$ cat config.mk
export PLATFORM = sky130hd
export DESIGN_NAME = reg_wr_ctrl_flat
export DESIGN_NICKNAME = d
export VERILOG_FILES = /design/src/rtl/reg_wr_ctrl_if.sv /design/src/rtl/reg_wr_ctrl.sv /design/src/flat_wrapper.sv
export SDC_FILE = /design/constraint.sdc
export NUM_CORES = 1
export LEC_CHECK = 0
export BUFFER_PORTS_ARGS = -buffer_cell sky130_fd_sc_hd__buf_2
export CORE_AREA = 2 2 64 127
export DETAILED_ROUTE_END_ITERATION = 7
export DIE_AREA = 0 0 66 129
export PLACE_DENSITY = 0.56
export SLEW_MARGIN = 25
export SYNTH_ARGS = -nofsm -noshare
export SYNTH_HDL_FRONTEND = slang
export SYNTH_SLANG_ARGS = --single-unit
$ cat constraint.sdc
create_clock -name clk -period 1.6 [get_ports clk]
set_clock_uncertainty 0.1 [all_clocks]
set_input_delay 0.32 -clock clk [delete_from_list [all_inputs] [get_ports clk]]
set_output_delay 0.32 -clock clk [all_outputs]
set_load 0.03 [all_outputs]
$ cat src/rtl/reg_wr_ctrl_if.sv
// Host request/response and storage-register write bus for reg_wr_ctrl.
// slave = controller view, master = host + register view.
interface reg_wr_ctrl_if #(
  parameter int WIDTH = 32
);
  logic               req_valid;
  logic               req_ready;
  logic [WIDTH-1:0]   req_data;
  logic [WIDTH/8-1:0] req_be;
  logic               done;
  logic [1:0]         err_code;
  logic [WIDTH-1:0]   reg_rd_data;
  logic               reg_ack;
  logic [WIDTH-1:0]   reg_wr_data;
  logic               reg_wr_valid;

  modport slave (
    input  req_valid, req_data, req_be, reg_rd_data, reg_ack,
    output req_ready, done, err_code, reg_wr_data, reg_wr_valid
  );

  modport master (
    output req_valid, req_data, req_be, reg_rd_data, reg_ack,
    input  req_ready, done, err_code, reg_wr_data, reg_wr_valid
  );
endinterface

$ cat src/rtl/reg_wr_ctrl.sv
// Byte-enable read-modify-write initiator for reg_8/16/32 storage registers.
// Optional readback check enabled by defining READBACK_VERIFY_EN.
module reg_wr_lane (
  input  logic [7:0] wr,
  input  logic [7:0] rd,
  input  logic       be,
  output logic [7:0] merged
);
  assign merged = be ? wr : rd;
endmodule

module reg_wr_ctrl #(
  parameter int WIDTH   = 32,
  parameter int TIMEOUT = 8
) (
  input  logic           clk,
  input  logic           reset,
  reg_wr_ctrl_if.slave   bus
);
  localparam int NUM_LANES = WIDTH / 8;
  localparam int CNT_W     = (TIMEOUT > 2) ? $clog2(TIMEOUT) : 1;

  typedef enum logic [2:0] {
    IDLE     = 3'd0,
    WRITE    = 3'd1,
    WAIT_ACK = 3'd2,
`ifdef READBACK_VERIFY_EN
    VERIFY   = 3'd3,
`endif
    DONE     = 3'd4
  } state_t;

  state_t                         state, state_n;
  logic [CNT_W-1:0]               cnt, cnt_n;
  logic [1:0]                     err_n;
  logic [WIDTH-1:0]               wr_data_n;
  logic [NUM_LANES-1:0][7:0]      lane_wr, lane_rd, lane_mg;
  logic [WIDTH-1:0]               merged;

  assign lane_wr = bus.req_data;
  assign lane_rd = bus.reg_rd_data;
  assign merged  = lane_mg;

  for (genvar i = 0; i < NUM_LANES; i++) begin : g_lane
    reg_wr_lane u_lane (
      .wr     (lane_wr[i]),
      .rd     (lane_rd[i]),
      .be     (bus.req_be[i]),
      .merged (lane_mg[i])
    );
  end

  // err_n only matters on the transition into DONE; elsewhere it stays 00.
  always_comb begin
    state_n   = state;
    cnt_n     = cnt;
    err_n     = 2'b00;
    wr_data_n = bus.reg_wr_data;
    case (state)
      IDLE: begin
        if (bus.req_valid && bus.req_ready) begin
          if (|bus.req_be) begin
            state_n   = WRITE;
            wr_data_n = merged;
          end else begin
            state_n   = DONE;
          end
        end
      end
      WRITE: begin
        state_n = WAIT_ACK;
        cnt_n   = '0;
      end
      WAIT_ACK: begin
        if (bus.reg_ack) begin
`ifdef READBACK_VERIFY_EN
          state_n = VERIFY;
`else
          state_n = DONE;
`endif
        end else if (cnt == CNT_W'(TIMEOUT - 1)) begin
          state_n = DONE;
          err_n   = 2'b01;
        end else begin
          cnt_n = cnt + CNT_W'(1);
        end
      end
`ifdef READBACK_VERIFY_EN
      VERIFY: begin
        state_n = DONE;
        err_n   = (bus.reg_rd_data == bus.reg_wr_data) ? 2'b00 : 2'b10;
      end
`endif
      DONE:    state_n = IDLE;
      default: state_n = IDLE;
    endcase
  end

  // Outputs are registered from the next state so they line up with it.
  always_ff @(posedge clk or negedge reset) begin
    if (!reset) begin
      state            <= IDLE;
      cnt              <= '0;
      bus.req_ready    <= 1'b0;
      bus.done         <= 1'b0;
      bus.err_code     <= 2'b00;
      bus.reg_wr_data  <= '0;
      bus.reg_wr_valid <= 1'b0;
    end else begin
      state            <= state_n;
      cnt              <= cnt_n;
      bus.req_ready    <= (state_n == IDLE);
      bus.done         <= (state_n == DONE);
      bus.err_code     <= (state_n == DONE) ? err_n : 2'b00;
      bus.reg_wr_data  <= wr_data_n;
      bus.reg_wr_valid <= (state_n == WRITE);
    end
  end
endmodule

$ cat src/flat_wrapper.sv
// flat-port wrapper written by rule: the top's interface ports become plain ports
module reg_wr_ctrl_flat 
#(
  parameter int WIDTH   = 32,
  parameter int TIMEOUT = 8
)
  (clk, reset, bus_req_valid, bus_req_data, bus_req_be, bus_reg_rd_data, bus_reg_ack, bus_req_ready, bus_done, bus_err_code, bus_reg_wr_data, bus_reg_wr_valid);
  reg_wr_ctrl_if #(.WIDTH(WIDTH)) bus_i ();
  input  logic clk;
  input  logic reset;
  input wire logic [$bits(bus_i.req_valid)-1:0] bus_req_valid;
  input wire logic [$bits(bus_i.req_data)-1:0] bus_req_data;
  input wire logic [$bits(bus_i.req_be)-1:0] bus_req_be;
  input wire logic [$bits(bus_i.reg_rd_data)-1:0] bus_reg_rd_data;
  input wire logic [$bits(bus_i.reg_ack)-1:0] bus_reg_ack;
  output wire logic [$bits(bus_i.req_ready)-1:0] bus_req_ready;
  output wire logic [$bits(bus_i.done)-1:0] bus_done;
  output wire logic [$bits(bus_i.err_code)-1:0] bus_err_code;
  output wire logic [$bits(bus_i.reg_wr_data)-1:0] bus_reg_wr_data;
  output wire logic [$bits(bus_i.reg_wr_valid)-1:0] bus_reg_wr_valid;
  assign bus_i.req_valid = bus_req_valid;
  assign bus_i.req_data = bus_req_data;
  assign bus_i.req_be = bus_req_be;
  assign bus_i.reg_rd_data = bus_reg_rd_data;
  assign bus_i.reg_ack = bus_reg_ack;
  assign bus_req_ready = bus_i.req_ready;
  assign bus_done = bus_i.done;
  assign bus_err_code = bus_i.err_code;
  assign bus_reg_wr_data = bus_i.reg_wr_data;
  assign bus_reg_wr_valid = bus_i.reg_wr_valid;
  reg_wr_ctrl #(.WIDTH(WIDTH), .TIMEOUT(TIMEOUT)) u_core (.clk(clk), .reset(reset), .bus(bus_i));
endmodule
# Yosys cells after proc, flatten, opt, wreduce, memory -nomap -nowiden
# Index checks and enable logic that the tools add are counted.
[totals]
regBits = 43
[classes]
addsub = 1
n_eq_ne = 7
n_mux = 16
reduce_logical = 7
[ops]
columns = ["cell", "n"]
rows = [
  ["2-to-1 mux 8 bit", 4],
  ["2-to-1 mux 3 bit", 6],
  ["one-hot mux 3 bit (3 select lines)", 1],
  ["== test 3 x 1 -> 1 bit, second input constant", 2],
  ["== test 3 bit, second input constant", 2],
  ["logical NOT 3 bit", 2],
  ["2-to-1 mux 2 bit", 3],
  ["one-hot mux 3 bit (2 select lines)", 1],
  ["AND reduction 3 bit", 2],
  ["inequality test 2 bit, second input constant", 2],
  ["OR reduction 4 bit", 1],
  ["adder 3 x 1 -> 3 bit, second input constant", 1],
  ["== test 3 x 2 -> 1 bit, second input constant", 1],
  ["nonzero test 2 bit", 1],
  ["logical AND 1 bit", 1],
  ["2-to-1 mux 1 bit", 1],
]

# Longest topological paths before layout
# Gate-level depths: netlist (run 1).
[depth]
depth_word = 6
ltp_mapped = 5
mapped_depth_nobuf = 5

# Cells and area by module
# A second synthesis (run 1) with hierarchy kept.
[hier_totals]
cells_unflattened = 146
hier_area_um2 = 2326.0
[modules_own_cells]
columns = ["module", "n_inst", "cells_each", "area_each_um2", "seq_area_each_um2"]
rows = [
  ["reg_wr_ctrl", 1, 110, 1800.5, 1051.0],
  ["reg_wr_lane", 4, 9, 131.4, 0.0],
]

# Worst setup path after synthesis (run 1)
# No wires, ideal clock.
[synth_path]
kind = "reg-to-reg"
startpoint = "register u_core.bus.req_ready"
endpoint = "register u_core.bus.reg_wr_data[0]"
setup_ns = 0.125
t_arrival_ns = 1.591
required_time_ns = 1.375
setup_slack_ns = -0.216
path_stages_with_launch = 5
period_less_slack_ns = 1.816
path_cell_list = "dfrtp_1 -> nand2_1 -> nor4b_4 -> buf_6 -> mux2_4"
[synth_via]
elab_chain_len = 2
[synth_rtl]
columns = ["item", "line_no", "text"]
rows = [
  ["from (decl)", "reg_wr_ctrl_if.sv:19", "output req_ready, done, err_code, reg_wr_data, reg_wr_valid"],
  ["from (signal assigned)", "reg_wr_ctrl.sv:112", "bus.req_ready <= (state_n == IDLE);"],
  ["logical AND 1 bit", "reg_wr_ctrl.sv:61", "if (bus.req_valid && bus.req_ready) begin"],
  ["AND reduction 3 bit (no line)", "-", ""],
  ["to (signal assigned)", "reg_wr_ctrl.sv:115", "bus.reg_wr_data <= wr_data_n;"],
  ["to (decl)", "reg_wr_ctrl_if.sv:19", ""],
]
# Every way passes these cells.
# A chain may end at the register's enable or synchronous reset.

# Final worst setup path (run 1)
[layout_path]
startpoint = "register u_core.state[2]"
endpoint = "register u_core.bus.reg_wr_data[0]"
[layout_via]
elab_chain_len = 2
[layout_rtl]
columns = ["item", "line_no", "text"]
rows = [
  ["from (decl)", "reg_wr_ctrl.sv:33", "state_t state, state_n;"],
  ["from (signal assigned)", "reg_wr_ctrl.sv:110", "state <= state_n;"],
  ["logical NOT 3 bit", "reg_wr_ctrl.sv:59", "case (state)"],
  ["AND reduction 3 bit (no line)", "-", ""],
]
# Every way passes these cells.

==> metrics.md, run 1 <==
| Metric | Value |
|---|---|
| Status | complete, but fails checks |
| Failing checks | setup timing |
| Placed Instances | roughly 350 |
| Buf+Inv Stages, Crit Path | 2 |
| Nets@finish | around 350 |
| Die Height | approximately 130 um |
| WS Path Type | flop to flop |
| Clock root buffer | clkbuf_16 |
| Synth unique cells | 21 |
| Vias/cell | 4.527 |
| Largest net degree at the start of global routing | 30 |
| First-pass GRT wire length | 8.487 mm |
| HP Start | bus_reg_ack |
| Final Instance Area | 3299 um^2 |
| Commonest non-fill, non-tap cell in the layout | buf_2 |
| Share of layout cells above drive strength 1 | roughly 78% |
| Row count | 45 |
| Final hold violation count | 0 |
| Fin crit period | 1608 ps |
| Setup WS pre-CTS | -122.0 ps |
| Maximum vdd ir drop | 1.014 mV |
| CTS tree | yes |
| Synthesized flop and latch total | 42 |
| Die Wd | 66 um |
| Count of non-filler cells in the finished layout | 370 |
| Register area share after synthesis | a little under half |
| Crit-path slowest cell | dfrtp_1 |
| Final ANT Viol Nets | 0 |
| First drt pass iteration count | 4 |
| Max clock buf depth | 2 |
| GRT Resource Usage Total | a little over an eighth |
| Initial antenna violation count | 0 |
| Max cap viols | 0 |
| Post-detail-place hpwl | 4.122 mm |
| Die Area | roughly 8500 um^2 |
| Routed WL | 5.536 mm |
| Syn nets | 219 |
| Max Slew Vio Count | 0 |
| Clk slew on worst S/H paths | about 60 ps |
| Worst EP required | 1670 ps |
| Worst path top cell family by delay | flip-flops |
| Avg Cell Area, Syn | approximately 15 um^2 |
| Post-route DRC | 0 |
| Period utilization | 100.5% |
| FF-to-FF path depth | 5 |
| Vias | roughly 1700 |
| Critical Path AT | about 1700 ps |
| Crit path cell chain | nor2_2 > nor4b_4 > buf_6 > clkbuf_16 > mux2_4 |
| Commonest non-fill, non-tap cells in the layout | 107 x buf_2, 41 x dfrtp_1, 33 x mux2_4 |
| GP Congestion | 0.7411 |
| Area grow syn2layout | 48.81% |
| Worst Setup End Kind | flop |
| Hold endpoint | u_core.bus.err_code[0] |
| Synthesized area | approximately 2200 um^2 |
| Initial core utilization | 29.39% |
| Reg2reg start | u_core.state[2] |
| Power per standard cell area | 1950 nW/um^2 |
| Critical path fanouts, max | 8 |
| Post-Syn Instances | 145 |
| Number of global-route vias before repair | 1721 |
| Startpoint types | flop |
| CTS Buf Count | 5 |
| Reg2reg setup slack | -8 ps |
| Synth warnings | 0 |
| Port Buffers | 107 |
| WHS | between 200 and 250 ps |
| Capturing point of the worst reg2reg path | u_core.bus.reg_wr_data[0] |
| Leakage | between 1.5 and 2 nW |
| DP Area | 2950 um^2 |
| Worst Hold Depth | 2 |
| # H-tree levels | 2 |
| Iteration-0 DRC Markers | 31 |
| Overall Power | ~0.0064 W |
| PnR worst setup slack | -7.662 ps |
| Achievable Freq | 622.0 MHz |
| Grt ovf | 0 |
| Final Setup Violations | 12 |
| Max incr delay on CP | just under 400 ps |
| # IOs | 109 |
| RSZ-0062 raised after global routing | yes |
| Core ar. | 7545 um^2 |
| Routed length per instance | ~15 um |
| Worst skew pair latency | 290 ps |
| ANT cells | 0 |
| Worst min-delay path class | input port to flop |
| CTS Sinks | 42 |
## repair_timing
| action | in CTS | in global routing |
|---|---|---|
| hold endpoints to repair | 13 | 0 |
| pin swaps | 3 | 5 |
| hold buffers | 1 | 0 |
| setup endpoints to repair | 36 | 36 |
| setup buffers | 1 | 3 |
| cloned | 0 | 3 |
| gates resized for setup | 8 | 5 |
## kinds of logic (layout without fill, tap and decap cells)
kind of cell / after synthesis / count (layout) / synth area share [%]
AOI/OAI and AO/OA: 10 / 10 / 3.556
adders and majority gates: 2 / 2 / 1.128
buffers and inverters: 10 / 141 / 4.346
DFF: 42 / 42 / 47.40
muxes: 65 / 65 / 37.92
other: 1 / 1 / 0.1691
and+or+nand+nor: 15 / 15 / 5.474
## worst register-to-register path, delay by kind of cell (launching register included)
kind	cells	cell delay, ps
buffers and inverters	2	370
flip-flops	1	390
multiplexers	1	300
AND/OR/NAND/NOR	2	340
## flip-flops by register name, indices dropped and copies added, names as in the netlist
signal,count
u_core.bus.done,1
u_core.bus.req_ready,1
u_core.bus.reg_wr_valid,1
u_core.state,3
u_core.bus.reg_wr_data,32
u_core.cnt,3
u_core.bus.err_code,1
## layout make-up
class / instances / area [um^2]
Fill cell: 762 / 4245
Multi-Input combinational cell: 93 / 1132
Tap cell: 94 / 117.6
Clock buffer: 5 / 125.1
Clock inverter: 3 / 45.04
Sequential cell: 42 / 1052
Timing Repair Buffer: 133 / 827.0
## per-stage QoR
step,util [%],setup TNS (ps)
3_5_place_dp,39.10,-2967
4_1_cts,42.09,-16.98
3_3_place_gp,39.10,-2458
5_1_grt,43.73,-1201
6_report,43.73,-37.56
2_1_floorplan,-,-4271
## synth_stat cells
cell	instances	share of area, %
mux2_2	36	18
nor2_2	1	0.28
nor4_1	2	0.56
dfrtp_1	42	47
nor4b_1	1	0.40
a21oi_1	2	0.45
a22o_1	5	2.0
ha_1	2	1.1
nor2_1	2	0.34
nor3b_1	2	0.68
buf_2	2	0.45
nor4b_4	1	1.1
nand2_1	2	0.34
buf_6	7	3.6
o21bai_1	1	0.34
conb_1	1	0.17
nand2b_1	3	0.85
nor4_4	1	0.96
o2bb2ai_1	2	0.79
buf_4	1	0.34
mux2_4	29	20
## how the worst max path moves through the flow
stage                         startpoint                         end  slack, ps  cells after the start
floorplan           u_core.bus.req_ready   u_core.bus.reg_wr_data[0]       -150                      4
global placement           bus_req_valid  u_core.bus.reg_wr_data[28]       -110                      5
detailed placement         bus_req_be[0]  u_core.bus.reg_wr_data[28]       -120                      5
CTS                      u_core.state[2]  u_core.bus.reg_wr_data[28]        -10                      5
global route             u_core.state[2]   u_core.bus.reg_wr_data[8]        -60                      5
finish                   u_core.state[2]   u_core.bus.reg_wr_data[0]         -8                      5
## metal layers
metal	GRT usage, %	part of all wire [%]
met1	14.61	35
met2	23.05	57
met3	2.710	5.1
met4	7.323	3.3
met5	0	0
## power breakdown
group	leakage (nW)	internal, W	switching, W
logic	1.04	0.00166	0.00176
registers	0.508	0.00157	0.000273
clock network	0.0760	0.000736	0.000433
No activity file was read; power rests on OpenSTA's default activity.
==> inputs of run 2 (changes only) <==
- CORE_AREA: 2 2 64 127 -> 2 2 56 111
- DIE_AREA: 0 0 66 129 -> 0 0 58 113
- PLACE_DENSITY: 0.56 -> 0.71
- RECOVER_POWER: unset -> 100
==> metrics.md, run 2 (synthesized netlist as in run 1, its figures left out) <==
| Metric | Value |
|---|---|
| Clock root buffer | clkbuf_16 |
| Largest net degree at the start of global routing | 24 (-20%) |
| # IOs | 109 (unchanged) |
| Status | complete, but fails checks |
| Nets@finish | 346 (-0.86%) |
| Buf+Inv Stages, Crit Path | 2 (unchanged) |
| Setup Buffers After CTS | 0 (-1) |
| Worst Setup End Kind | flop |
| Routed length per instance | 15.76 um (+5.4%) |
| Fin util | 54.40% (+11 points) |
| # H-tree levels | 2 (unchanged) |
| Crit-path slowest cell | dfrtp_1 |
| WS Path Type | flop to flop |
| Row count | 39 (-13%) |
| First drt pass iteration count | 3 (-1) |
| RSZ-0062 raised after global routing | yes |
| Max incr delay on CP | 400 ps (about the same) |
| Routed WL | 5.265 mm (-4.9%) |
| Max cap viols | 0 (unchanged) |
| Final Setup Violations | 17 (+5) |
| Max clock buf depth | 2 (unchanged) |
| Port Buffers | 107 (unchanged) |
| CTS tree | yes |
| Clk slew on worst S/H paths | 60 ps (about the same) |
| Core ar. | 5660 um^2 (-25%) |
| Final hold violation count | 0 (unchanged) |
| Worst skew pair latency | 280 ps (about the same) |
| ANT cells | 0 (unchanged) |
| Post-route DRC | 0 (unchanged) |
| Startpoint types | flop |
| GRT Resource Usage Total | 16.64% (+3.4 points) |
| Area grow syn2layout | 38.88% |
| Commonest non-fill, non-tap cells in the layout | 70 x buf_2, 41 x dfrtp_1, 36 x mux2_2, 36 x clkbuf_1, 29 x mux2_4 |
| Worst path top cell family by delay | flip-flops |
| Max Slew Vio Count | 0 (unchanged) |
| CTS Sinks | 42 (unchanged) |
| Worst min-delay path class | input port to flop |
| Die Height | 113 um (-12%) |
| Failing checks | setup timing |
| Relative slew slack | 62.58% |
| Post-detail-place hpwl | 4.204 mm (+2.0%) |
| Maximum vdd ir drop | 1.456 mV (+44%) |
| Top Registers | u_core.bus.reg_wr_data (32), u_core.cnt (3), u_core.state (3) |
| Die Wd | 58 um (-12%) |
| Commonest non-fill, non-tap cell in the layout | buf_2 |
| Die Area | 6554 um^2 (-23%) |
| Final ANT Viol Nets | 0 (unchanged) |
| Crit path cell chain | nor2_2 > nor4b_4 > buf_4 > clkbuf_16 > mux2_4 |
| Fin crit period | 1627 ps (+19.38 ps) |
| Vias | 1653 (-1.3%) |
| Number of global-route vias before repair | 1767 (+2.7%) |
| Vias/cell | 4.949 (+9.3%) |
| Achievable Freq | 614.6 MHz (-1.2%) |
| Iteration-0 DRC Markers | 23 (-26%) |
| First-pass GRT wire length | 8.273 mm (-2.5%) |
| CTS Buf Count | 5 (unchanged) |
| Period utilization | 101.7% (+1.2 points) |
| Initial antenna violation count | 0 (unchanged) |
| Flip-flop count of the largest register after layout | 32 (unchanged) |
| Worst EP required | 1670 ps (about the same) |
| Share of layout cells above drive strength 1 | 64.10% (-14 points) |
| Leakage | 1.466 nW (-9.6%) |
| WHS | 240.8 ps (+39.37 ps) |
| Critical path fanouts, max | 8 (unchanged) |
| Biggest register | u_core.bus.reg_wr_data |
| GP Congestion | 0.7745 (+4.5%) |
| PnR worst setup slack | -27.04 ps (-19.38 ps) |
| Critical Path AT | 1690 ps (about the same) |
| Fillers | 527 (-31%) |
| Tightest Pin Transition | 561.4 ps |
| Grt ovf | 0 (unchanged) |
| Initial core utilization | 39.17% (+9.8 points) |
| Power per standard cell area | 1925 nW/um^2 (-1.2%) |
## run 2: changes by cell type in the layout (fill, tap and decap cells not counted), moves of 3 or more
cell / previous run / this run
buf_4: 18 / 15
clkbuf_2: 0 / 4
mux2_4: 33 / 29
clkbuf_1: 0 / 36
buf_2: 107 / 70
mux2_2: 32 / 36
## run 2: through the flow
stage	std cells	total power (W)	TNS, ps	setup slack, ps	instance area [um^2]
2_1_floorplan	145	0.004052	-4271	-149.2	2221
3_3_place_gp	324	0.004931	-2254	-89.94	2907
3_5_place_dp	324	0.005001	-3139	-118.4	2907
4_1_cts	333	0.006022	-785.7	-45.01	3087
5_1_grt	334	0.006229	-2505	-106.5	3079
6_report	334	0.005929	-263.1	-27.04	3079
## run 2: worst paths after layout
kind,slack [ps],startpoint,depth (start not counted),to
worst max-delay path,-30,u_core.state[2],5,u_core.bus.reg_wr_data[15]
worst min-delay path,240,bus_reg_ack,2,u_core.bus.err_code[0]
worst max register to register,-30,u_core.state[2],5,u_core.bus.reg_wr_data[15]
worst min register to register,410,u_core.bus.reg_wr_data[30],1,u_core.bus.reg_wr_data[30]
max in group asynchronous,230,reset,3,u_core.bus.reg_wr_data[14]
min in group asynchronous,460,reset,2,u_core.bus.reg_wr_data[18]
## run 2: layout make-up
class	count	area (um^2)	share of cell area [%]
repair buffers	130	691.9	22.47
clock buffers	5	125.1	4.063
flip-flops and latches	42	1052	34.17
multi-input cells	93	1115	36.20
well taps	61	76.32	2.479
clock inverters	3	18.77	0.6095
## run 2: worst register-to-register path, cell delays in order, from the launching register on
cell       delay [ps]
dfrtp_1           400
nor2_2            130
nor4b_4           230
buf_4             200
clkbuf_16         170
mux2_4            300
## run 2: where the power goes
part           switching (W)  internal (W)
logic                0.00171       0.00137
registers           0.000294       0.00157
clock network       0.000403      0.000577
## run 2: timing repair
item / 4_1_cts / 5_1_grt
pin swaps: 2 / 3
setup endpoints to repair: 35 / 35
endpoints found under the hold margin: 21 / 0
gates cloned: 0 / 1
hold buffers: 1 / 0
resized for setup: 5 / 4
## run 2: per-layer routing
layer	vias up	GRT usage (%)	share of wire (%)
met3	4	2.629	4.7
met4	0	6.822	1.4
met2	63	30.83	58
met5	-	0	0
li1	778	-	-
met1	808	17.99	35
